[src/rtl/fv_mc_fifo_pkg.sv]
`default_nettype none
// ============================================================================
// Module   : fv_mc_fifo_pkg
// Purpose  : Shared sizing and pointer helpers for the multi-channel
//            reference FIFO (fv_mc_fifo and its channel sub-module).
// Contents : ptr_width(depth)      - pointer width, never below 1 bit
//            count_width(depth)    - occupancy width, holds 0..depth
//            next_ptr(ptr, depth)  - explicit wrap at depth-1, so depths
//                                    that are not a power of 2 work
// Revision : 1.0 - initial release
// ============================================================================
package fv_mc_fifo_pkg;

    function automatic int ptr_width(input int depth);
        return (depth <= 2) ? 1 : $clog2(depth);
    endfunction

    function automatic int count_width(input int depth);
        return $clog2(depth + 1);
    endfunction

    function automatic int next_ptr(input int ptr, input int depth);
        return (ptr >= depth - 1) ? 0 : ptr + 1;
    endfunction

endpackage
`default_nettype wire

[src/rtl/fv_mc_fifo_if.sv]
`default_nettype none
// ============================================================================
// Module   : fv_mc_fifo_if
// Purpose  : Bundles the per-channel push/pop handshake and status vectors
//            of fv_mc_fifo. Every signal is packed per channel.
// Ports    : push, push_data, pop       - driven by the master
//            pop_data, empty, full,
//            almost_full, count          - driven by the FIFO (slave)
// Modports : master (stimulus side), slave (FIFO side)
// Revision : 1.0 - initial release
// ============================================================================
interface fv_mc_fifo_if
    import fv_mc_fifo_pkg::*;
#(
    parameter int NumChannels = 2,
    parameter int Depth       = 4,
    parameter int DataWidth   = 4
);
    localparam int CountWidth = count_width(Depth);

    logic [NumChannels-1:0]                 push;
    logic [NumChannels-1:0][DataWidth-1:0]  push_data;
    logic [NumChannels-1:0]                 pop;
    logic [NumChannels-1:0][DataWidth-1:0]  pop_data;
    logic [NumChannels-1:0]                 empty;
    logic [NumChannels-1:0]                 full;
    logic [NumChannels-1:0]                 almost_full;
    logic [NumChannels-1:0][CountWidth-1:0] count;

    modport master (
        output push, push_data, pop,
        input  pop_data, empty, full, almost_full, count
    );

    modport slave (
        input  push, push_data, pop,
        output pop_data, empty, full, almost_full, count
    );
endinterface
`default_nettype wire

[src/rtl/fv_mc_fifo_channel.sv]
`default_nettype none
// ============================================================================
// Module   : fv_mc_fifo_channel
// Purpose  : One channel of the reference FIFO: storage, read/write
//            pointers, occupancy counter and status flags.
// Ports    : clk, rst (async, active-high)
//            push / push_data / pop   - channel handshake
//            pop_data                 - head entry (combinational)
//            empty, full, almost_full - derived from the registered count
//            count                    - occupancy
// Macro    : FV_MC_FIFO_CHECKS_EN enables the legal-use assertions.
// Revision : 1.0 - initial release
// ============================================================================
module fv_mc_fifo_channel
    import fv_mc_fifo_pkg::*;
#(
    parameter int Depth               = 4,
    parameter int DataWidth           = 4,
    parameter int Bypass              = 0,
    parameter int AlmostFullThreshold = (Depth > 1) ? Depth - 1 : 1
) (
    input  wire logic                                clk,
    input  wire logic                                rst,
    input  wire logic                                push,
    input  wire logic [DataWidth-1:0]                push_data,
    input  wire logic                                pop,
    output logic      [DataWidth-1:0]                pop_data,
    output logic                                     empty,
    output logic                                     full,
    output logic                                     almost_full,
    output logic      [count_width(Depth)-1:0]       count
);
    localparam int PTR_W = ptr_width(Depth);
    localparam int CNT_W = count_width(Depth);

    localparam logic [CNT_W-1:0] c_depth   = CNT_W'(Depth);
    localparam logic [CNT_W-1:0] c_af_thr  = CNT_W'(AlmostFullThreshold);
    localparam bit               c_bypass  = (Bypass != 0);

    logic [DataWidth-1:0] r_mem [Depth];
    logic [PTR_W-1:0]     r_wr_ptr;
    logic [PTR_W-1:0]     r_rd_ptr;
    logic [CNT_W-1:0]     r_count;

    logic                 w_empty;
    logic                 w_full;
    logic                 w_pass_thru;
    logic                 w_wr_en;
    logic                 w_rd_en;
    logic [CNT_W:0]       w_count_nxt;

    assign w_empty = (r_count == '0);
    assign w_full  = (r_count == c_depth);

    // Bypass into an empty channel: the word is consumed combinationally and
    // never touches storage, pointers or the counter.
    assign w_pass_thru = c_bypass && w_empty && push && pop;

    // Illegal pushes/pops are dropped so the model stays self-consistent when
    // driven unconstrained. In bypass mode a push at full is accepted when a
    // pop frees the head slot in the same cycle.
    assign w_wr_en = push && !w_pass_thru && (!w_full || (c_bypass && pop));
    assign w_rd_en = pop && !w_empty;

    assign w_count_nxt = {1'b0, r_count} + (CNT_W+1)'(w_wr_en) - (CNT_W+1)'(w_rd_en);

    always_ff @(posedge clk or posedge rst) begin
        if (rst) begin
            r_wr_ptr <= '0;
            r_rd_ptr <= '0;
            r_count  <= '0;
            for (int i = 0; i < Depth; i++) begin
                r_mem[i] <= '0;
            end
        end else begin
            if (w_wr_en) begin
                r_mem[r_wr_ptr] <= push_data;
                r_wr_ptr        <= PTR_W'(next_ptr(int'(r_wr_ptr), Depth));
            end
            if (w_rd_en) begin
                r_rd_ptr <= PTR_W'(next_ptr(int'(r_rd_ptr), Depth));
            end
            // The extra count bit can only be set by an overflow the gating
            // above already prevents; clamp instead of wrapping regardless.
            r_count <= w_count_nxt[CNT_W] ? c_depth : w_count_nxt[CNT_W-1:0];
        end
    end

    assign pop_data    = (c_bypass && w_empty) ? push_data : r_mem[r_rd_ptr];
    assign empty       = w_empty;
    assign full        = w_full;
    assign almost_full = (r_count >= c_af_thr);
    assign count       = r_count;

`ifdef FV_MC_FIFO_CHECKS_EN
    no_push_full_a: assert property (@(posedge clk) disable iff (rst)
        !(push && w_full && !(c_bypass && pop)));

    no_pop_empty_a: assert property (@(posedge clk) disable iff (rst)
        !(pop && w_empty && !(c_bypass && push)));

    count_le_depth_a: assert property (@(posedge clk) disable iff (rst)
        r_count <= c_depth);
`else
    // Unchecked build: illegal stimulus is silently dropped by the gating.
`endif

endmodule
`default_nettype wire

[src/rtl/fv_mc_fifo.sv]
`default_nettype none
// ============================================================================
// Module   : fv_mc_fifo
// Purpose  : Multi-channel reference FIFO. NumChannels fully independent
//            channels of Depth x DataWidth, optional same-cycle bypass into
//            an empty channel, per-channel count and almost-full flag.
// Ports    : clk  - clock, rising edge
//            rst  - asynchronous, active-high reset
//            bus  - fv_mc_fifo_if.slave (push/push_data/pop in,
//                   pop_data/empty/full/almost_full/count out)
// Macro    : FV_MC_FIFO_CHECKS_EN - when defined, per-channel legal-use
//            assertions; when undefined, illegal stimulus is dropped.
// Revision : 1.0 - initial release
// ============================================================================
module fv_mc_fifo
    import fv_mc_fifo_pkg::*;
#(
    parameter int NumChannels         = 2,
    parameter int Depth               = 4,
    parameter int DataWidth           = 4,
    parameter int Bypass              = 0,
    parameter int AlmostFullThreshold = (Depth > 1) ? Depth - 1 : 1
) (
    input  wire logic    clk,
    input  wire logic    rst,
    fv_mc_fifo_if.slave  bus
);

    for (genvar g = 0; g < NumChannels; g++) begin : g_ch
        fv_mc_fifo_channel #(
            .Depth               (Depth),
            .DataWidth           (DataWidth),
            .Bypass              (Bypass),
            .AlmostFullThreshold (AlmostFullThreshold)
        ) u_channel (
            .clk         (clk),
            .rst         (rst),
            .push        (bus.push[g]),
            .push_data   (bus.push_data[g]),
            .pop         (bus.pop[g]),
            .pop_data    (bus.pop_data[g]),
            .empty       (bus.empty[g]),
            .full        (bus.full[g]),
            .almost_full (bus.almost_full[g]),
            .count       (bus.count[g])
        );
    end

endmodule
`default_nettype wire

[src/flat_wrapper.sv]
// flat-port wrapper written by rule: the top's interface ports become plain ports
module fv_mc_fifo_flat import fv_mc_fifo_pkg::*;
#(
    parameter int NumChannels         = 2,
    parameter int Depth               = 4,
    parameter int DataWidth           = 4,
    parameter int Bypass              = 0,
    parameter int AlmostFullThreshold = (Depth > 1) ? Depth - 1 : 1
)
  (clk, rst, bus_push, bus_push_data, bus_pop, bus_pop_data, bus_empty, bus_full, bus_almost_full, bus_count);
  fv_mc_fifo_if #(.NumChannels(NumChannels), .Depth(Depth), .DataWidth(DataWidth)) bus_i ();
  input  wire logic clk;
  input  wire logic rst;
  input wire logic [$bits(bus_i.push)-1:0] bus_push;
  input wire logic [$bits(bus_i.push_data)-1:0] bus_push_data;
  input wire logic [$bits(bus_i.pop)-1:0] bus_pop;
  output wire logic [$bits(bus_i.pop_data)-1:0] bus_pop_data;
  output wire logic [$bits(bus_i.empty)-1:0] bus_empty;
  output wire logic [$bits(bus_i.full)-1:0] bus_full;
  output wire logic [$bits(bus_i.almost_full)-1:0] bus_almost_full;
  output wire logic [$bits(bus_i.count)-1:0] bus_count;
  assign bus_i.push = bus_push;
  assign bus_i.push_data = bus_push_data;
  assign bus_i.pop = bus_pop;
  assign bus_pop_data = bus_i.pop_data;
  assign bus_empty = bus_i.empty;
  assign bus_full = bus_i.full;
  assign bus_almost_full = bus_i.almost_full;
  assign bus_count = bus_i.count;
  fv_mc_fifo #(.NumChannels(NumChannels), .Depth(Depth), .DataWidth(DataWidth), .Bypass(Bypass), .AlmostFullThreshold(AlmostFullThreshold)) u_core (.clk(clk), .rst(rst), .bus(bus_i));
endmodule
[config.mk]
export PLATFORM = sky130hd
export DESIGN_NAME = fv_mc_fifo_flat
export DESIGN_NICKNAME = d
export VERILOG_FILES = /design/src/rtl/fv_mc_fifo_pkg.sv /design/src/rtl/fv_mc_fifo_if.sv /design/src/rtl/fv_mc_fifo_channel.sv /design/src/rtl/fv_mc_fifo.sv /design/src/flat_wrapper.sv
export SDC_FILE = /design/constraint.sdc
export NUM_CORES = 1
export LEC_CHECK = 0
export CAP_MARGIN = 10
export CELL_PAD_IN_SITES_DETAIL_PLACEMENT = 1
export CELL_PAD_IN_SITES_GLOBAL_PLACEMENT = 2
export CORE_ASPECT_RATIO = 1.4
export CORE_MARGIN = 2
export CORE_UTILIZATION = 42
export CTS_BUF_LIST = sky130_fd_sc_hd__clkbuf_2 sky130_fd_sc_hd__clkbuf_4 sky130_fd_sc_hd__clkbuf_8
export DETAILED_ROUTE_END_ITERATION = 8
export PLACE_DENSITY_LB_ADDON = 0.1
export SKIP_CTS_REPAIR_TIMING = 1
export SLEW_MARGIN = 20
export SYNTH_ARGS = -nofsm -noshare
export SYNTH_HDL_FRONTEND = slang
export SYNTH_SLANG_ARGS = --single-unit
[constraint.sdc]
create_clock -name clk -period 6.35 [get_ports clk]
set_input_delay 1.5875 -clock clk [delete_from_list [all_inputs] [get_ports clk]]
set_output_delay 1.5875 -clock clk [all_outputs]
set_load 0.1 [all_outputs]
After elaboration in Yosys (flattened, before gate mapping) --
Index checks and enable logic that the tools add are counted.
Storage, ports and cells: register bits 46, bits in latches 0, memory bits (writable) 0, ROM bits 0, output and inout port bits 20, word-level logic and storage cells 70, memories 0
Operators by class: add/sub/neg operators 8, multipliers 0, div/mod/pow operators 0, $lt $le $gt $ge 12, equal/unequal tests 2, shifts and indexed selects 0, multiplexer cells 18, bitwise gates (word level) 4, reduce and logical (&&, ||, !) cells 12
Operators by type and width (number):
- $bwmux 16 | 2
- $mux 4 | 6
- $bmux 4 s2 | 2
- $demux 4 s2 | 2
- $ge 3x3->1 const B | 4
- $not 2->3 | 4
- $add 2x1->2 const B | 4
- $add 3x1->4 | 2
- $ge 2x2->1 const B | 4
- $mux 2 | 4
- $sub 4x1->4 | 2
- $eq 3x3->1 const B | 2
- $ge 3x2->1 const B | 2
- $logic_and 1x1->1 | 6
- $logic_not 3->1 | 2
- $lt 3x1->1 const B | 2
- $mux 3 | 2
- $logic_not 1->1 | 4

Depth between registers and ports, before layout --
Gate-level depths: netlist of run 1.
word-level depth 6, depth in mapped cells 11

By module --
Synthesis of run 1 repeated with hierarchy kept, for this count alone.
Unflattened totals: cells, all modules 188, area, all modules 2434.8 um2
By module, submodules not included:
- fv_mc_fifo_channel | instances 2, cells each 94, area each 1217.4 um2

Least setup slack after synthesis of run 1 --
No wires, ideal clock.
kind flip-flop to output port, start point register u_core.g_ch[0].u_channel.r_count[2], end point output bus_almost_full[0], data arrival time 1.881 ns, slack 2.881 ns, cell stages (with the launch flop) 6, path buffers 1, path through dfrtp_1 > inv_1 > ha_1 > o21ai_0 > nand2_1 > buf_4
Between the ends: longest elaborated chain between the ends 1
Ends and longest elaborated chain:
- start, declared | line fv_mc_fifo_channel.sv:43 | logic [CNT_W-1:0] r_count;
- start signal, assigned | line fv_mc_fifo_channel.sv:85 | r_count <= w_count_nxt[CNT_W] ? c_depth : w_count_nxt[CNT_W-1:0];
- $ge 3x2->1 | line fv_mc_fifo_channel.sv:92 | assign almost_full = (r_count >= c_af_thr);
- end, declared | line flat_wrapper.sv:20 | output wire logic [$bits(bus_i.almost_full)-1:0] bus_almost_full;
No other way between the ends.

Worst setup path after layout of run 1 --
start point register u_core.g_ch[1].u_channel.r_count[2], end point output bus_almost_full[1]
Between the ends: longest elaborated chain between the ends 1
Ends and longest elaborated chain (line):
- start, declared | fv_mc_fifo_channel.sv:43
- start signal, assigned | fv_mc_fifo_channel.sv:85
- $ge 3x2->1 | fv_mc_fifo_channel.sv:92
No other way between the ends.

==> impl_results.md, run 1 <==
- Status: complete, no violations
- Sequential share of the synthesized area: 46.4%
- FMAX: 250 MHz
- CTS Sinks: 46
- CP Launch Type: register
- Worst-path fanout max: 7
- Synth top area cells: dfrtp_1, mux2_2, ha_1
- Synth Net Count: 228
- GR Overflow Total: 0
- Die Area: 6550 um^2
- Syn_area_per_cell: 12.8 um^2
- Post-Syn Instances: 194
- CP Capture Type: primary output
- Boundary pin count: 34
- Routed via count: 1516
- Max cap viols: 0
- DIE HEIGHT: 94.9 um
- Slew Limit Fails: 0
- Post-route DRC: 0
- CTS tree: done
- Layout cell share with drive strength beyond 1: 26.9%
- Inserted Diodes: 0
- Commonest cells after routing, fill and taps aside: dfrtp_1, mux2_2, clkdlybuf4s50_1
- Relative max-transition margin: 34.8%
- Worst-path clk slew: 0.08 ns
- Routed Antenna Nets: 0
- Setup TNS Final: 0 ns
- DRT Wirelength: 4830 um
- Core area: 5780 um^2
- Fin Hold WS: 0.511 ns
- H-tree depth: 2
- Placer Congestion: 0.795
- Tcrit/Tclk final: 63.0%
- Total CTS buffers: 5
- RSZ-0062 raised after global routing: no
- 1st-iter DRT viols: 28
- Fin crit period: 4.00 ns
- Crit path kind: register to primary output
- FF-to-FF path depth: 8
- Commonest non-fill, non-tap cell in the layout: dfrtp_1
- DR vias/cell: 5.10
- Syn. warnings: 0
- Hold Crit Depth: 1
- Ys async rst share: 100%
- # nets final: 261
- CTS Root Buffer Type: clkbuf_8
- Die X: 69.0 um
- Synth Register Bits: 46
- Final hold violation count: 0
- Core Util, Final: 51.3%
- Starting Density: 42.9%
- Crit path DAT: 2.41 ns
- IO Port Bufs: 33
- Global-route wire length before repair: 7970 um
- Final Setup Violations: 0
- Primary FF master, synth: dfrtp_1
- Yosys cell types: 20
- Pin slew with the least headroom to its limit: 0.974 ns
- First-pass iteration count of the detailed router: 3
- Total GRT Usage: 16.6%
- Clock tree buffer depth: 2
- Syn Std Cell Area: 2480 um^2
- Synth area leader: dfrtp_1
- Initial antenna violation count: 0
- Min-Delay Path Class: register to register
- Vias in the first global route: 1687
- DPL Wire Length: 3780 um
- Site Rows: 33
- Area delta synth->final: 19.5%
- EDFF count, synth: 0
- Largest net degree at the start of global routing: 47
- Avg WL per Cell: 16.3 um
- Share of the synthesized area in the top cell type: 46.4%
- Clk Latency, worst-skew pair: 0.29 ns
- Setup Skew: 0.00651 ns
- WP data required: 4.76 ns
-- per-layer routing --
metal	track usage [%]	up-vias	wire [um]	part of all wire, %
met5	0	-	0	0
met4	4.90	0	33	0.68
met3	2.86	2	124	2.6
met2	29.5	19	2720	56
met1	20.0	775	1960	41
li1	-	720	-	-
-- layout make-up --
class / instances / area [um^2]
inverters: 16 / 60.1
clock buffers: 6 / 82.6
multi-input cells: 124 / 1210
fillers: 596 / 2820
flip-flops and latches: 46 / 1150
clock inverters: 1 / 30.0
repair buffers: 34 / 338
well taps: 70 / 87.6
-- logic make-up after synthesis --
| logic type | after synthesis | share of synthesized area [%] |
|---|---|---|
| and+or+nand+nor | 42 | 8.27 |
| buffers and inverters | 24 | 4.64 |
| xor gates and xnor gates | 2 | 0.706 |
| muxes | 54 | 27.9 |
| DFF | 46 | 46.4 |
| adders and majority gates | 20 | 10.7 |
| AOI/OAI and AO/OA | 6 | 1.41 |
-- synthesized netlist by cell type (5+ instances only) --
| library cell | n |
|---|---|
| inv_1 | 16 |
| mux2i_1 | 5 |
| dfrtp_1 | 46 |
| ha_1 | 18 |
| mux4_2 | 8 |
| mux2_2 | 41 |
| nand2_1 | 16 |
| buf_4 | 6 |
| nor2_1 | 18 |
-- stage by stage --
stage | cell area (um^2) | cells | setup slack, ns
after global routing | 2960 | 297 | 2.25
after floorplan | 2480 | 194 | 2.88
after CTS | 2960 | 297 | 2.33
after global placement | 2850 | 290 | 2.41
after detailed placement | 2850 | 290 | 2.28
final | 2960 | 297 | 2.35
-- sequential cells by signal (all words and copies together) (netlist names) --
signal                          cells
u_core.g_ch.u_channel.count         6
u_core.g_ch.u_channel.r_mem        32
u_core.g_ch.u_channel.r_wr_ptr      4
u_core.g_ch.u_channel.r_rd_ptr      4
-- final timing paths --
kind,from,to,slack [ns]
worst max-delay path,u_core.g_ch[1].u_channel.count[2],bus_almost_full[1],2.35
worst min-delay path,u_core.g_ch[1].u_channel.r_mem[10],u_core.g_ch[1].u_channel.r_mem[10],0.51
worst max register to register,u_core.g_ch[0].u_channel.count[1],u_core.g_ch[0].u_channel.count[1],3.80
worst min register to register,u_core.g_ch[1].u_channel.r_mem[10],u_core.g_ch[1].u_channel.r_mem[10],0.51
max in group asynchronous,rst,u_core.g_ch[0].u_channel.r_mem[4],4.21
min in group asynchronous,rst,u_core.g_ch[1].u_channel.r_mem[15],1.75
-- worst max-delay path: stages (launching register included) --
cell and delay, ns:
dfrtp_1 0.45, inv_1 0.18, ha_1 0.20, o21ai_0 0.08, nand2_1 0.08, clkdlybuf4s50_1 1.13
Power of run 1 is left out: the tool's default activity adds up to more than one toggle a clock period on the data nets, which glitch-free logic cannot reach.
==> run 2: changes to the inputs <==
CORE_UTILIZATION = 39   (was 42)
clock period = 4.1 ns   (was 6.35 ns; I/O delays follow)
==> run 2 against run 1 <==
Net effect: non-clock buffer count is the same; hold slack worse by 0.0045 ns; cell area shrank 0.38%; highest routed layer unchanged.
==> impl_results.md, run 2 (same netlist as run 1, synthesis figures left out) <==
- Core area: 6170 um^2 (was 5780 um^2)
- Total GRT Usage: 15.9% (was 16.6%)
- Boundary pin count: 34 (unchanged)
- R2R setup slack: 1.54 ns (was 3.80 ns)
- DRT Wirelength: 5070 um (was 4830 um)
- CTS Sinks: 46 (unchanged)
- Fillers: 643 (was 596)
- DPL Wire Length: 3970 um (was 3780 um)
- Largest register FFs: 32 (unchanged)
- Placed Area: 2840 um^2 (was 2850 um^2)
- Vias in the first global route: 1803 (was 1687)
- Pin slew with the least headroom to its limit: 0.978 ns (was 0.974 ns)
- GR Overflow Total: 0 (unchanged)
- # nets final: 261 (unchanged)
- WP data required: 3.07 ns (was 4.76 ns)
- Final hold violation count: 0 (unchanged)
- Largest net degree at the start of global routing: 33 (was 47)
- Min-Delay Path Class: register to register (unchanged)
- Fin crit period: 3.43 ns
- Relative max-transition margin: 34.6% (was 34.8%)
- R2r startpoint: u_core.g_ch[0].u_channel.count[1] (unchanged)
- M1 WL: 2070 um (was 1960 um)
- Setup TNS Final: 0 ns (unchanged)
- Worst-path clk slew: 0.08 ns (about the same)
- Area delta synth->final: 19.0% (was 19.5%)
- FMAX: 292 MHz
- CTS tree: done (unchanged)
- 1st-iter DRT viols: 52 (was 28)
- Crit path kind: register to primary output (unchanged)
- Global-route wire length before repair: 8760 um (was 7970 um)
- Met2 WL: 2830 um (was 2720 um)
- FF-to-FF path depth: 10 (was 8)
- Starting Density: 40.2% (was 42.9%)
- Placer Congestion: 0.724 (was 0.795)
- Clk Latency, worst-skew pair: 0.30 ns (was 0.29 ns)
- Post-route cell area: 2950 um^2 (was 2960 um^2)
- Tcrit/Tclk final: 83.6%
- Layout cell share with drive strength beyond 1: 29.8% (was 26.9%)
- Worst-path fanout max: 7 (unchanged)
- Top reg by flops: u_core.g_ch.u_channel.r_mem (unchanged)
- Inserted Diodes: 0 (unchanged)
- IO Port Bufs: 33 (unchanged)
- DR vias/cell: 5.14 (was 5.10)
- Total CTS buffers: 5 (unchanged)
- Commonest cells after routing, fill and taps aside: dfrtp_1, mux2_2, clkdlybuf4s50_1 (unchanged)
- Commonest non-fill, non-tap cell in the layout: dfrtp_1 (unchanged)
- Routed wire length on met3: 120 um (was 124 um)
- Die X: 71.4 um (was 69.0 um)
- Avg WL per Cell: 16.9 um (was 16.3 um)
- Crit path DAT: 2.40 ns (was 2.41 ns)
- Top layer reached by signal wires: met4 (unchanged)
- Max cap viols: 0 (unchanged)
- H-tree depth: 2 (unchanged)
- RR Endpoint: u_core.g_ch[0].u_channel.count[1] (unchanged)
- Post-route DRC: 0 (unchanged)
- Crit path launch: u_core.g_ch[0].u_channel.r_rd_ptr[0] (was u_core.g_ch[1].u_channel.count[2])
- First-pass iteration count of the detailed router: 4 (was 3)
- Routed via count: 1543 (was 1516)
- CTS Root Buffer Type: clkbuf_8 (unchanged)
- CP Launch Type: register (unchanged)
- Site Rows: 34 (was 33)
- Setup Skew: 0.00825 ns (was 0.00651 ns)
- Core Util, Final: 47.9% (was 51.3%)
- Die Area: 7020 um^2 (was 6550 um^2)
- Slew Limit Fails: 0 (unchanged)
- Routed Antenna Nets: 0 (unchanged)
- Initial antenna violation count: 0 (unchanged)
- Status: complete, no violations (unchanged)
- Clock tree buffer depth: 2 (unchanged)
- RSZ-0062 raised after global routing: no (unchanged)
- CP Capture Type: primary output (unchanged)
- Final Setup Violations: 0 (unchanged)
- End point of the critical path: bus_pop_data[0] (was bus_almost_full[1])
- DIE HEIGHT: 98.4 um (was 94.9 um)
run 2: critical path, cell delays in order, from the launching register on:
cell	delay, ns
dfrtp_1	0.57
mux4_2	0.56
clkdlybuf4s50_1	0.99
run 2: routing by layer:
metal  vias up  GRT usage (%)
met3         5           2.58
met1       795           18.3
met4         0           4.35
met2        18           29.6
met5         -              0
li1        725              -
run 2: area by class of cell:
type | count | area [um^2] | share of cell area (%)
Clock inverter | 2 | 37.5 | 1.27
Inverter | 16 | 60.1 | 2.03
Timing Repair Buffer | 34 | 323 | 10.9
Tap cell | 72 | 90.1 | 3.05
Clock buffer | 6 | 76.3 | 2.58
Multi-Input combinational cell | 124 | 1210 | 41.1
Sequential cell | 46 | 1150 | 39.0
run 2: through the flow:
step / hold WS, ns / setup WS (ns) / instances
after detailed placement: 0.490 / 0.632 / 292
after global placement: 0.483 / 0.728 / 292
after floorplan: 0.475 / 1.12 / 194
final: 0.507 / 0.673 / 300
after global routing: 0.531 / 0.543 / 300
after CTS: 0.511 / 0.618 / 300
run 2: worst min-delay path by stage:
| stage | cells after the start | endpoint | slack [ns] | start |
|---|---|---|---|---|
| CTS | 1 | u_core.g_ch[0].u_channel.r_mem[6] | 0.51 | u_core.g_ch[0].u_channel.r_mem[6] |
| detailed placement | 1 | u_core.g_ch[0].u_channel.r_mem[6] | 0.49 | u_core.g_ch[0].u_channel.r_mem[6] |
| finish | 1 | u_core.g_ch[0].u_channel.r_mem[6] | 0.51 | u_core.g_ch[0].u_channel.r_mem[6] |
| floorplan | 1 | u_core.g_ch[0].u_channel.r_mem[4] | 0.48 | u_core.g_ch[0].u_channel.r_mem[4] |
| global route | 1 | u_core.g_ch[0].u_channel.r_mem[6] | 0.53 | u_core.g_ch[0].u_channel.r_mem[6] |
| global placement | 1 | u_core.g_ch[1].u_channel.r_mem[1] | 0.48 | u_core.g_ch[1].u_channel.r_mem[1] |
Power of run 2 is left out for the same reason.
